--- src/rtl/prescaler_pkg.sv ---
// Shared constants for the timer prescaler: clock-select codes, tap indices,
// and the per-channel clock-select decode.
package prescaler_pkg;

    localparam int CS_W     = 3;
    localparam int NUM_TAPS = 4;

    localparam logic [CS_W-1:0] CS_STOP     = 3'd0;
    localparam logic [CS_W-1:0] CS_CLK      = 3'd1;
    localparam logic [CS_W-1:0] CS_DIV8     = 3'd2;
    localparam logic [CS_W-1:0] CS_DIV64    = 3'd3;
    localparam logic [CS_W-1:0] CS_DIV256   = 3'd4;
    localparam logic [CS_W-1:0] CS_DIV1024  = 3'd5;
    localparam logic [CS_W-1:0] CS_EXT_FALL = 3'd6;
    localparam logic [CS_W-1:0] CS_EXT_RISE = 3'd7;

    localparam int TAP_DIV8    = 0;
    localparam int TAP_DIV64   = 1;
    localparam int TAP_DIV256  = 2;
    localparam int TAP_DIV1024 = 3;

    function automatic logic cs_select(input logic [CS_W-1:0]     cs,
                                       input logic [NUM_TAPS-1:0] taps,
                                       input logic                rise,
                                       input logic                fall);
        logic en;
        en = 1'b0;
        case (cs)
            CS_STOP:     en = 1'b0;
            CS_CLK:      en = 1'b1;
            CS_DIV8:     en = taps[TAP_DIV8];
            CS_DIV64:    en = taps[TAP_DIV64];
            CS_DIV256:   en = taps[TAP_DIV256];
            CS_DIV1024:  en = taps[TAP_DIV1024];
            CS_EXT_FALL: en = fall;
            CS_EXT_RISE: en = rise;
            default:     en = 1'b0;
        endcase
        return en;
    endfunction

endpackage

--- src/rtl/ext_edge_sync.sv ---
// Synchronises one asynchronous Tn pin and produces single-cycle rise/fall
// pulses from the synchronised level.
module ext_edge_sync #(
    parameter int SYNC_STAGES = 2
) (
    input  logic clk,
    input  logic reset,
    input  logic pin,
    output logic rise,
    output logic fall
);

    logic [SYNC_STAGES-1:0] sync_q, sync_d;
    logic                   prev_q, prev_d;

    always_comb begin
        sync_d = {sync_q[SYNC_STAGES-2:0], pin};
        prev_d = sync_q[SYNC_STAGES-1];
    end

    always_ff @(posedge clk) begin
        if (reset) begin
            sync_q <= '0;
            prev_q <= 1'b0;
        end else begin
            sync_q <= sync_d;
            prev_q <= prev_d;
        end
    end

    assign rise =  sync_q[SYNC_STAGES-1] & ~prev_q;
    assign fall = ~sync_q[SYNC_STAGES-1] &  prev_q;

endmodule

--- src/rtl/prescaler_sync_mux.sv ---
// Shared timer prescaler: free-running counter with /8../1024 taps, PSRSYNC/TSM
// hold, and a per-channel clock-select mux over taps and external pin edges.
module prescaler_sync_mux
    import prescaler_pkg::*;
#(
    parameter int NUM_CH      = 2,
    parameter int CNT_W       = 10,
    parameter int SYNC_STAGES = 2
) (
    input  logic                   clk,
    input  logic                   reset,
    input  logic                   psr_req,
    input  logic                   tsm,
    input  logic [CS_W*NUM_CH-1:0] cs,
    input  logic [NUM_CH-1:0]      ext_pin,
    output logic                   psr_flag,
    output logic [NUM_TAPS-1:0]    tap_en,
    output logic [NUM_CH-1:0]      clk_en
);

    logic [CNT_W-1:0] cnt_q, cnt_d;
    logic             psr_flag_q, psr_flag_d;

    // While the flag is set the counter is parked at 0, so counting restarts
    // from 0 on the first edge after the flag clears.
    always_comb begin
        cnt_d      = psr_flag_q ? '0 : cnt_q + 1'b1;
        psr_flag_d = psr_req | (psr_flag_q & tsm);
    end

    always_ff @(posedge clk) begin
        if (reset) begin
            cnt_q      <= '0;
            psr_flag_q <= 1'b0;
        end else begin
            cnt_q      <= cnt_d;
            psr_flag_q <= psr_flag_d;
        end
    end

    assign psr_flag = psr_flag_q;

    always_comb begin
        tap_en              = '0;
        tap_en[TAP_DIV8]    = &cnt_q[2:0];
        tap_en[TAP_DIV64]   = &cnt_q[5:0];
        tap_en[TAP_DIV256]  = &cnt_q[7:0];
        tap_en[TAP_DIV1024] = &cnt_q[9:0];
        if (psr_flag_q)
            tap_en = '0;
    end

    logic [NUM_CH-1:0] ext_rise, ext_fall;

    for (genvar g = 0; g < NUM_CH; g++) begin : g_ch
        ext_edge_sync #(
            .SYNC_STAGES(SYNC_STAGES)
        ) u_ext_sync (
            .clk  (clk),
            .reset(reset),
            .pin  (ext_pin[g]),
            .rise (ext_rise[g]),
            .fall (ext_fall[g])
        );

        assign clk_en[g] = cs_select(cs[CS_W*g +: CS_W], tap_en, ext_rise[g], ext_fall[g]);
    end

endmodule

--- config.mk ---
export PLATFORM = sky130hd
export DESIGN_NAME = prescaler_sync_mux
export DESIGN_NICKNAME = d
export VERILOG_FILES = /design/src/rtl/prescaler_pkg.sv /design/src/rtl/ext_edge_sync.sv /design/src/rtl/prescaler_sync_mux.sv
export SDC_FILE = /design/constraint.sdc
export NUM_CORES = 1
export LEC_CHECK = 0
export ABC_AREA = 1
export BUFFER_PORTS_ARGS = -buffer_cell sky130_fd_sc_hd__buf_2
export CAP_MARGIN = 20
export CORE_MARGIN = 2
export CORE_UTILIZATION = 50
export CTS_BUF_LIST = sky130_fd_sc_hd__clkbuf_8
export DETAILED_ROUTE_END_ITERATION = 16
export GPL_TIMING_DRIVEN = 0
export PLACE_DENSITY = 0.75
export SYNTH_ARGS = -nofsm -noshare
export SYNTH_HDL_FRONTEND = slang
export SYNTH_SLANG_ARGS = --single-unit
--- constraint.sdc ---
create_clock -name clk -period 2.1 [get_ports clk]
set_clock_uncertainty 0.2 [all_clocks]
set_input_delay 0.42 -clock clk [delete_from_list [all_inputs] [get_ports clk]]
set_output_delay 0.42 -clock clk [all_outputs]
set_load 0.01 [all_outputs]
==> flow_metrics.tcl, run 1 <==
set metrics [dict create \
    report.final.slew_viol_count 0 \
    final-setup-viol-count 1 \
    outcome "finished, violations left" \
    drive_above_1_share_pct 30.3 \
    fin_worst_hold_slack_ns 0.163 \
    instances_no_fill 168 \
    detail_route.iter0.violations 20 \
    diodes 0 \
    design.portCount 19 \
    dp.cells 156 \
    number_of_warnings_issued_by_yosys 0 \
    synth_area_um2 848 \
    holdPathEnd "g_ch[0].u_ext_sync.sync_q[0]" \
    root_buffer "sky130_fd_sc_hd__clkbuf_8" \
    post_drt_via_cell_ratio 5.10 \
    synth_cells 123 \
    setup_repair_after_global_routing_missed_its_margin "yes" \
    critical_path_class "flip-flop to primary output" \
    timing.fmax_mhz 468 \
    crit_fanout 5 \
    core.rowCount 14 \
    hold_path.startpoint "ext_pin[0]" \
    min_path_type "input pin to flip-flop" \
    grt_max_degree 10 \
    synth_seq_cells 17 \
    final_period_minus_worst_setup_slack_ns 2.13 \
    first_pass_iters 4 \
    synth_area_per_inst_um2 6.90 \
    slew_margin_rel_pct 81.2 \
    finalCoreUtilization_pct 72.4 \
    htreeDepth 1 \
    largest_buffer_count_on_any_clock_path 2 \
    die_h_um 45.2 \
    numCtsBuffers 3 \
    drt_drc_violations_left 0 \
    ff2ff_path_depth 8 \
    max_cap_violations 0 \
    clock_sinks 17 \
    core_um2 1540 \
    globalRouteOverflowTotal 0 \
    initial_utilization_pct 55.0 \
    routed-via-count 856 \
    layout.nets 167 \
    tritoncts "done" \
    postSynthNetCount 137 \
    clock_latency_ns 0.25 \
    crit_path_start_kind "flip-flop" \
    worst_hold_path.num_cells 3 \
    first_global_vias 750 \
    tns_ns -0.0346 \
    grt_antenna_before_repair 0 \
    die_x_um 45.2 \
    cpPeakStageDelay_ns 0.35 \
    cp_num_buf_inv 1 \
    static-leakage-power_nw 0.578 \
    transition_time_at_the_pin_with_the_least_slew_margin_ns 0.282 \
    detail_route.wl_per_cell_um 11.8 \
    fillerInstances 135 \
    crit-reg2reg-launch "cnt_q[1]" \
    flow.area_growth_from_synthesis_pct 31.6 \
    r2r_setup_slack_ns 0.54 \
    global_route.usage.total_pct 20.3 \
    io_buffer_count 17 \
    cp_cell_sequence "ha_4, nand2_4, nor2_4, nand4_4, nand2_2, nand3_2, nand2_1, buf_2" \
    routed_wl_mm 1.98 \
    min_period_over_period_pct 102 \
    critPathArrivalTime_ns 1.51 \
    timing.rr.end "cnt_q[8]" \
    power.density_nw_per_um2 580 \
    cts.hold.buffers_added 0 \
    worst_setup_path_end_kind "primary output" \
    fin_area_um2 1120 \
    seq_area_frac_synth_pct 40.1 \
    grt_pass1_wl_mm 2.93 \
    synth_cell_type_count 18 \
    failing_checks "setup timing" \
    gp_congestion 0.786 \
    finalHoldViolations 0 \
    area_enclosed_by_the_die_boundary_um2 2040 \
    dp_hpwl_mm 1.26 \
    power.ir.vdd_worst_uv 572 \
    critPathSlowestCell "sky130_fd_sc_hd__dfxtp_2" \
    clkTransAtPathRegs_ns 0.06 \
    postPlaceCellArea_um2 953 \
    fin_ws_ns -0.0346 \
    worst_path_dominant_cell_family "simple AND/OR/NAND/NOR gates" \
    postRouteAntennaNets 0 \
    cp_data_required_time_ns 1.48 \
]
-- area by class of cell --
class                      instances  area, um2  share of cell area, %
clock inverter                     1       3.75                  0.336
timing repair buffer              25        149                   13.3
tap                               16       20.0                   1.79
clock buffer                       3       41.3                   3.70
inverter                          28        105                   9.42
multi-input combinational         77        447                   40.0
buffer                             1       5.00                  0.448
sequential                        17        345                   30.9
-- flip-flops by register name, indices dropped and copies added, names as in the netlist --
register / flops
psr_flag: 1
g_ch.u_ext_sync.prev_q: 2
cnt_q: 10
g_ch.u_ext_sync.sync_q: 4
-- cells in the final DEF (no fill, tap or decap), drive strengths merged --
cell and n:
inv 29, xnor2 1, buf 26, o21a 1
nand4 6, dfxtp 17, clkbuf 3, a21oi 6
nor2 22, ha 2, nand2 26, nand3 7
o21ai 6
-- per-stage QoR --
stage               total power [mW]  setup slack [ns]
finish                         0.648           -0.0346
global placement               0.403             0.197
detailed placement             0.406             0.176
global route                   0.675            -0.121
floorplan                      0.383             0.391
CTS                            0.646           0.00552
-- routing by layer --
metal | wire (um) | global-route usage (%)
met1 | 845 | 22.9
met2 | 1020 | 34.3
met3 | 76 | 4.80
met4 | 43 | 12.4
met5 | 0 | 0
-- repair_timing --
action                     4_1_cts  5_1_grt
buffers inserted                 2        6
setup endpoints to repair        3        3
gates resized for setup          6        9
pin swaps                        3        6
-- kinds of logic after synthesis --
logic type	share of synthesized area, %
AO/OA/AOI/OAI	7.96
XOR/XNOR	1.03
adder cells (fa/ha/maj)	2.95
buffers and inverters	13.0
flip-flops	40.1
AND/OR/NAND/NOR	35.0
-- power by group --
group	switching [mW]	internal [mW]	total, mW
combinational	0.0400	0.0298	0.0698
sequential	0.00814	0.332	0.340
clock	0.108	0.130	0.238
-- Yosys cell counts --
cell / count / area share [%]
sky130_fd_sc_hd__nand2_2: 1 / 0.74
sky130_fd_sc_hd__nand3_1: 6 / 3.5
sky130_fd_sc_hd__nand4_1: 5 / 3.7
sky130_fd_sc_hd__nor2_4: 4 / 5.3
sky130_fd_sc_hd__o21ai_0: 3 / 1.8
sky130_fd_sc_hd__nand3_2: 1 / 1.2
sky130_fd_sc_hd__ha_1: 2 / 2.9
sky130_fd_sc_hd__nand4_2: 1 / 1.5
sky130_fd_sc_hd__a21oi_1: 6 / 3.5
sky130_fd_sc_hd__nor2_1: 18 / 8.0
sky130_fd_sc_hd__xnor2_1: 1 / 1.0
sky130_fd_sc_hd__nand2_1: 25 / 11
sky130_fd_sc_hd__dfxtp_1: 17 / 40
sky130_fd_sc_hd__inv_2: 1 / 0.44
sky130_fd_sc_hd__inv_1: 27 / 12
sky130_fd_sc_hd__o21a_1: 1 / 0.89
sky130_fd_sc_hd__buf_2: 1 / 0.59
sky130_fd_sc_hd__o21ai_1: 3 / 1.8
-- worst reg2reg max path: stages (launching register included) --
cell and delay, ns:
sky130_fd_sc_hd__dfxtp_2 0.35, sky130_fd_sc_hd__ha_4 0.16, sky130_fd_sc_hd__nand2_4 0.06, sky130_fd_sc_hd__nor2_4 0.19
sky130_fd_sc_hd__buf_6 0.14, sky130_fd_sc_hd__nand2_4 0.05, sky130_fd_sc_hd__buf_4 0.13, sky130_fd_sc_hd__o21ai_1 0.11
sky130_fd_sc_hd__a21oi_1 0.06
-- how the worst max path moves through the flow --
stage | from | endpoint | slack [ns] | depth (start not counted)
after global routing | cnt_q[1] | clk_en[0] | -0.12 | 8
after CTS | cnt_q[0] | clk_en[1] | 0.006 | 9
after floorplan | cnt_q[0] | clk_en[0] | 0.39 | 7
after global placement | cnt_q[0] | clk_en[0] | 0.20 | 8
final | cnt_q[1] | clk_en[0] | -0.03 | 8
after detailed placement | cnt_q[0] | clk_en[0] | 0.18 | 8
No activity file was read; power rests on OpenSTA's default activity.
==> inputs of run 2 (changes only) <==
- CORE_MARGIN: 2 -> default
- CTS_BUF_LIST: sky130_fd_sc_hd__clkbuf_8 -> sky130_fd_sc_hd__clkbuf_16
==> run 2 against run 1 <==
The flow now finishes without violations; combinational power is 6.7% lower; sequential power about the same; cell count fell by 3.0%; routed wire length down 15%; register-to-register slack better by 0.13 ns; fmax is 2.5% higher; design area decreased by 1.9%; via count is 6.3% lower; sequential share of layout area up 0.60 points; highest routed layer unchanged.
==> flow_metrics.tcl, run 2 (synthesized netlist as in run 1, its figures left out) <==
set metrics [dict create \
    outcome "complete, no violations" \
    tritoncts "done" \
    largest_register_ff_count 10 \
    gp_congestion 0.808 \
    first_pass_iters 4 \
    clock_latency_ns 0.24 \
    final_period_minus_worst_setup_slack_ns 2.08 \
    io_buffer_count 17 \
    setup_repair_after_global_routing_missed_its_margin "yes" \
    power.density_nw_per_um2 703 \
    die_x_um 43.2 \
    diodes 0 \
    internal_power_mw 0.613 \
    top_regs "cnt_q: 10 flops, g_ch.u_ext_sync.sync_q: 4 flops, g_ch.u_ext_sync.prev_q: 2 flops" \
    final-setup-viol-count 0 \
    drive_above_1_share_pct 26.5 \
    critical_path_class "flip-flop to primary output" \
    routed_wl_mm 1.69 \
    layout.cells.most_common_list "sky130_fd_sc_hd__inv_1, sky130_fd_sc_hd__nand2_1, sky130_fd_sc_hd__buf_2" \
    min_period_over_period_pct 99.1 \
    drt_drc_violations_left 0 \
    postPlaceCellArea_um2 953 \
    global_route.usage.total_pct 19.7 \
    initial_utilization_pct 55.0 \
    htreeDepth 1 \
    finalHoldViolations 0 \
    layout.nets 162 \
    clock_power_share_pct 47.3 \
    die_h_um 43.2 \
    critPathSlowestCell "sky130_fd_sc_hd__dfxtp_4" \
    grt_max_degree 10 \
    first_global_vias 675 \
    power.share.switching_pct 20.4 \
    crit_fanout 4 \
    fin_area_um2 1090 \
    worst_setup_path_end_kind "primary output" \
    detail_route.iter0.violations 11 \
    slew_margin_rel_pct 82.0 \
    cpPeakStageDelay_ns 0.35 \
    core.rowCount 14 \
    cp_data_required_time_ns 1.48 \
    static-leakage-power_nw 0.535 \
    dp_hpwl_mm 1.19 \
    design.portCount 19 \
    regMostFlops "cnt_q" \
    area_enclosed_by_the_die_boundary_um2 1870 \
    fin_worst_hold_slack_ns 0.177 \
    largest_buffer_count_on_any_clock_path 2 \
    cp_cell_sequence "ha_4, nand2_2, nor2_4, nand4_1, nand2_1, nand2_1, nand2_1, buf_2" \
    max_cap_violations 0 \
    root_buffer "sky130_fd_sc_hd__clkbuf_16" \
    layout.cells.most_common "sky130_fd_sc_hd__inv_1" \
    power_mw 0.770 \
    share_seq_of_total_power_pct 44.3 \
    fin_ws_ns 0.0180 \
    finalCoreUtilization_pct 71.0 \
    transition_time_at_the_pin_with_the_least_slew_margin_ns 0.270 \
    critPathArrivalTime_ns 1.46 \
    cp_common_cell "sky130_fd_sc_hd__nand2_1" \
    crit_path_start_kind "flip-flop" \
    globalRouteOverflowTotal 0 \
    min_path_type "input pin to flip-flop" \
    post_drt_via_cell_ratio 4.92 \
    timing.fmax_mhz 480 \
    power.ir.vdd_worst_uv 402 \
    power.combinational.fraction_pct 8.4 \
    detailedPlace.worstSlack_ns 0.142 \
    detail_route.wl_per_cell_um 10.4 \
    switching_power_mw 0.157 \
    clock_sinks 17 \
    grt_pass1_wl_mm 2.76 \
    postRouteAntennaNets 0 \
    grt_antenna_before_repair 0 \
    clkTransAtPathRegs_ns 0.05 \
    flow.area_growth_from_synthesis_pct 29.1 \
    routed-via-count 802 \
    cts.hold.buffers_added 0 \
    report.final.slew_viol_count 0 \
    numCtsBuffers 3 \
    core_um2 1540 \
]
-- run 2: changes by cell type in the layout (fill, tap and decap cells not counted) --
cell,change
sky130_fd_sc_hd__nand2_2,+1
sky130_fd_sc_hd__clkbuf_16,+3
sky130_fd_sc_hd__buf_4,-5
sky130_fd_sc_hd__nand2_4,-2
sky130_fd_sc_hd__clkbuf_8,-3
sky130_fd_sc_hd__nand3_2,-1
sky130_fd_sc_hd__nand2_1,+1
sky130_fd_sc_hd__nand3_1,+1
-- run 2: per-stage QoR --
| stage | TNS, ns | std cells |
|---|---|---|
| 4_1_cts | 0 | 161 |
| 6_report | 0 | 163 |
| 5_1_grt | -0.0710 | 163 |
| 3_5_place_dp | 0 | 156 |
| 3_3_place_gp | 0 | 156 |
| 2_1_floorplan | 0 | 123 |
-- run 2: critical path, delay by kind of cell (launching register included) --
family | cells | cell delay, ns
simple gates | 6 | 0.59
flops | 1 | 0.35
buf+inv | 1 | 0.12
fa+ha+maj | 1 | 0.14
-- run 2: path summary, 6_finish.rpt --
check | from | endpoint | slack [ns] | depth (start not counted)
min reg2reg | g_ch[1].u_ext_sync.sync_q[0] | g_ch[1].u_ext_sync.sync_q[1] | 0.20 | 2
max reg2reg | cnt_q[0] | cnt_q[8] | 0.67 | 7
min | ext_pin[0] | g_ch[0].u_ext_sync.sync_q[0] | 0.18 | 3
max | cnt_q[0] | clk_en[0] | 0.02 | 8
-- run 2: layer usage --
metal | share of wire, % | track usage [%] | vias up
met5 | 0 | 0 | -
li1 | - | - | 428
met1 | 46 | 25.8 | 348
met3 | 4.7 | 3.83 | 2
met2 | 49 | 31.9 | 24
met4 | 0.71 | 7.27 | 0
-- run 2: repair_timing --
action / 4_1_cts / 5_1_grt
setup endpoints to repair: 2 / 3
buffers inserted: 1 / 2
pin swaps: 3 / 4
gates resized for setup: 6 / 5
-- run 2: layout make-up --
type,instances,area (um2)
flip-flops and latches,17,345
clock inverters,1,3.75
well taps,16,20.0
repair buffers,20,111
inverters,28,105
plain buffers,1,5.00
clock buffers,3,75.1
fillers,131,447
multi-input cells,77,429
-- run 2: power groups by stage --
stage | clock network [mW] | registers [mW] | logic, mW
detailed placement | 0 | 0.347 | 0.0592
finish | 0.364 | 0.341 | 0.0651
global route | 0.383 | 0.342 | 0.0737
CTS | 0.374 | 0.342 | 0.0619
floorplan | 0 | 0.346 | 0.0370
global placement | 0 | 0.346 | 0.0570
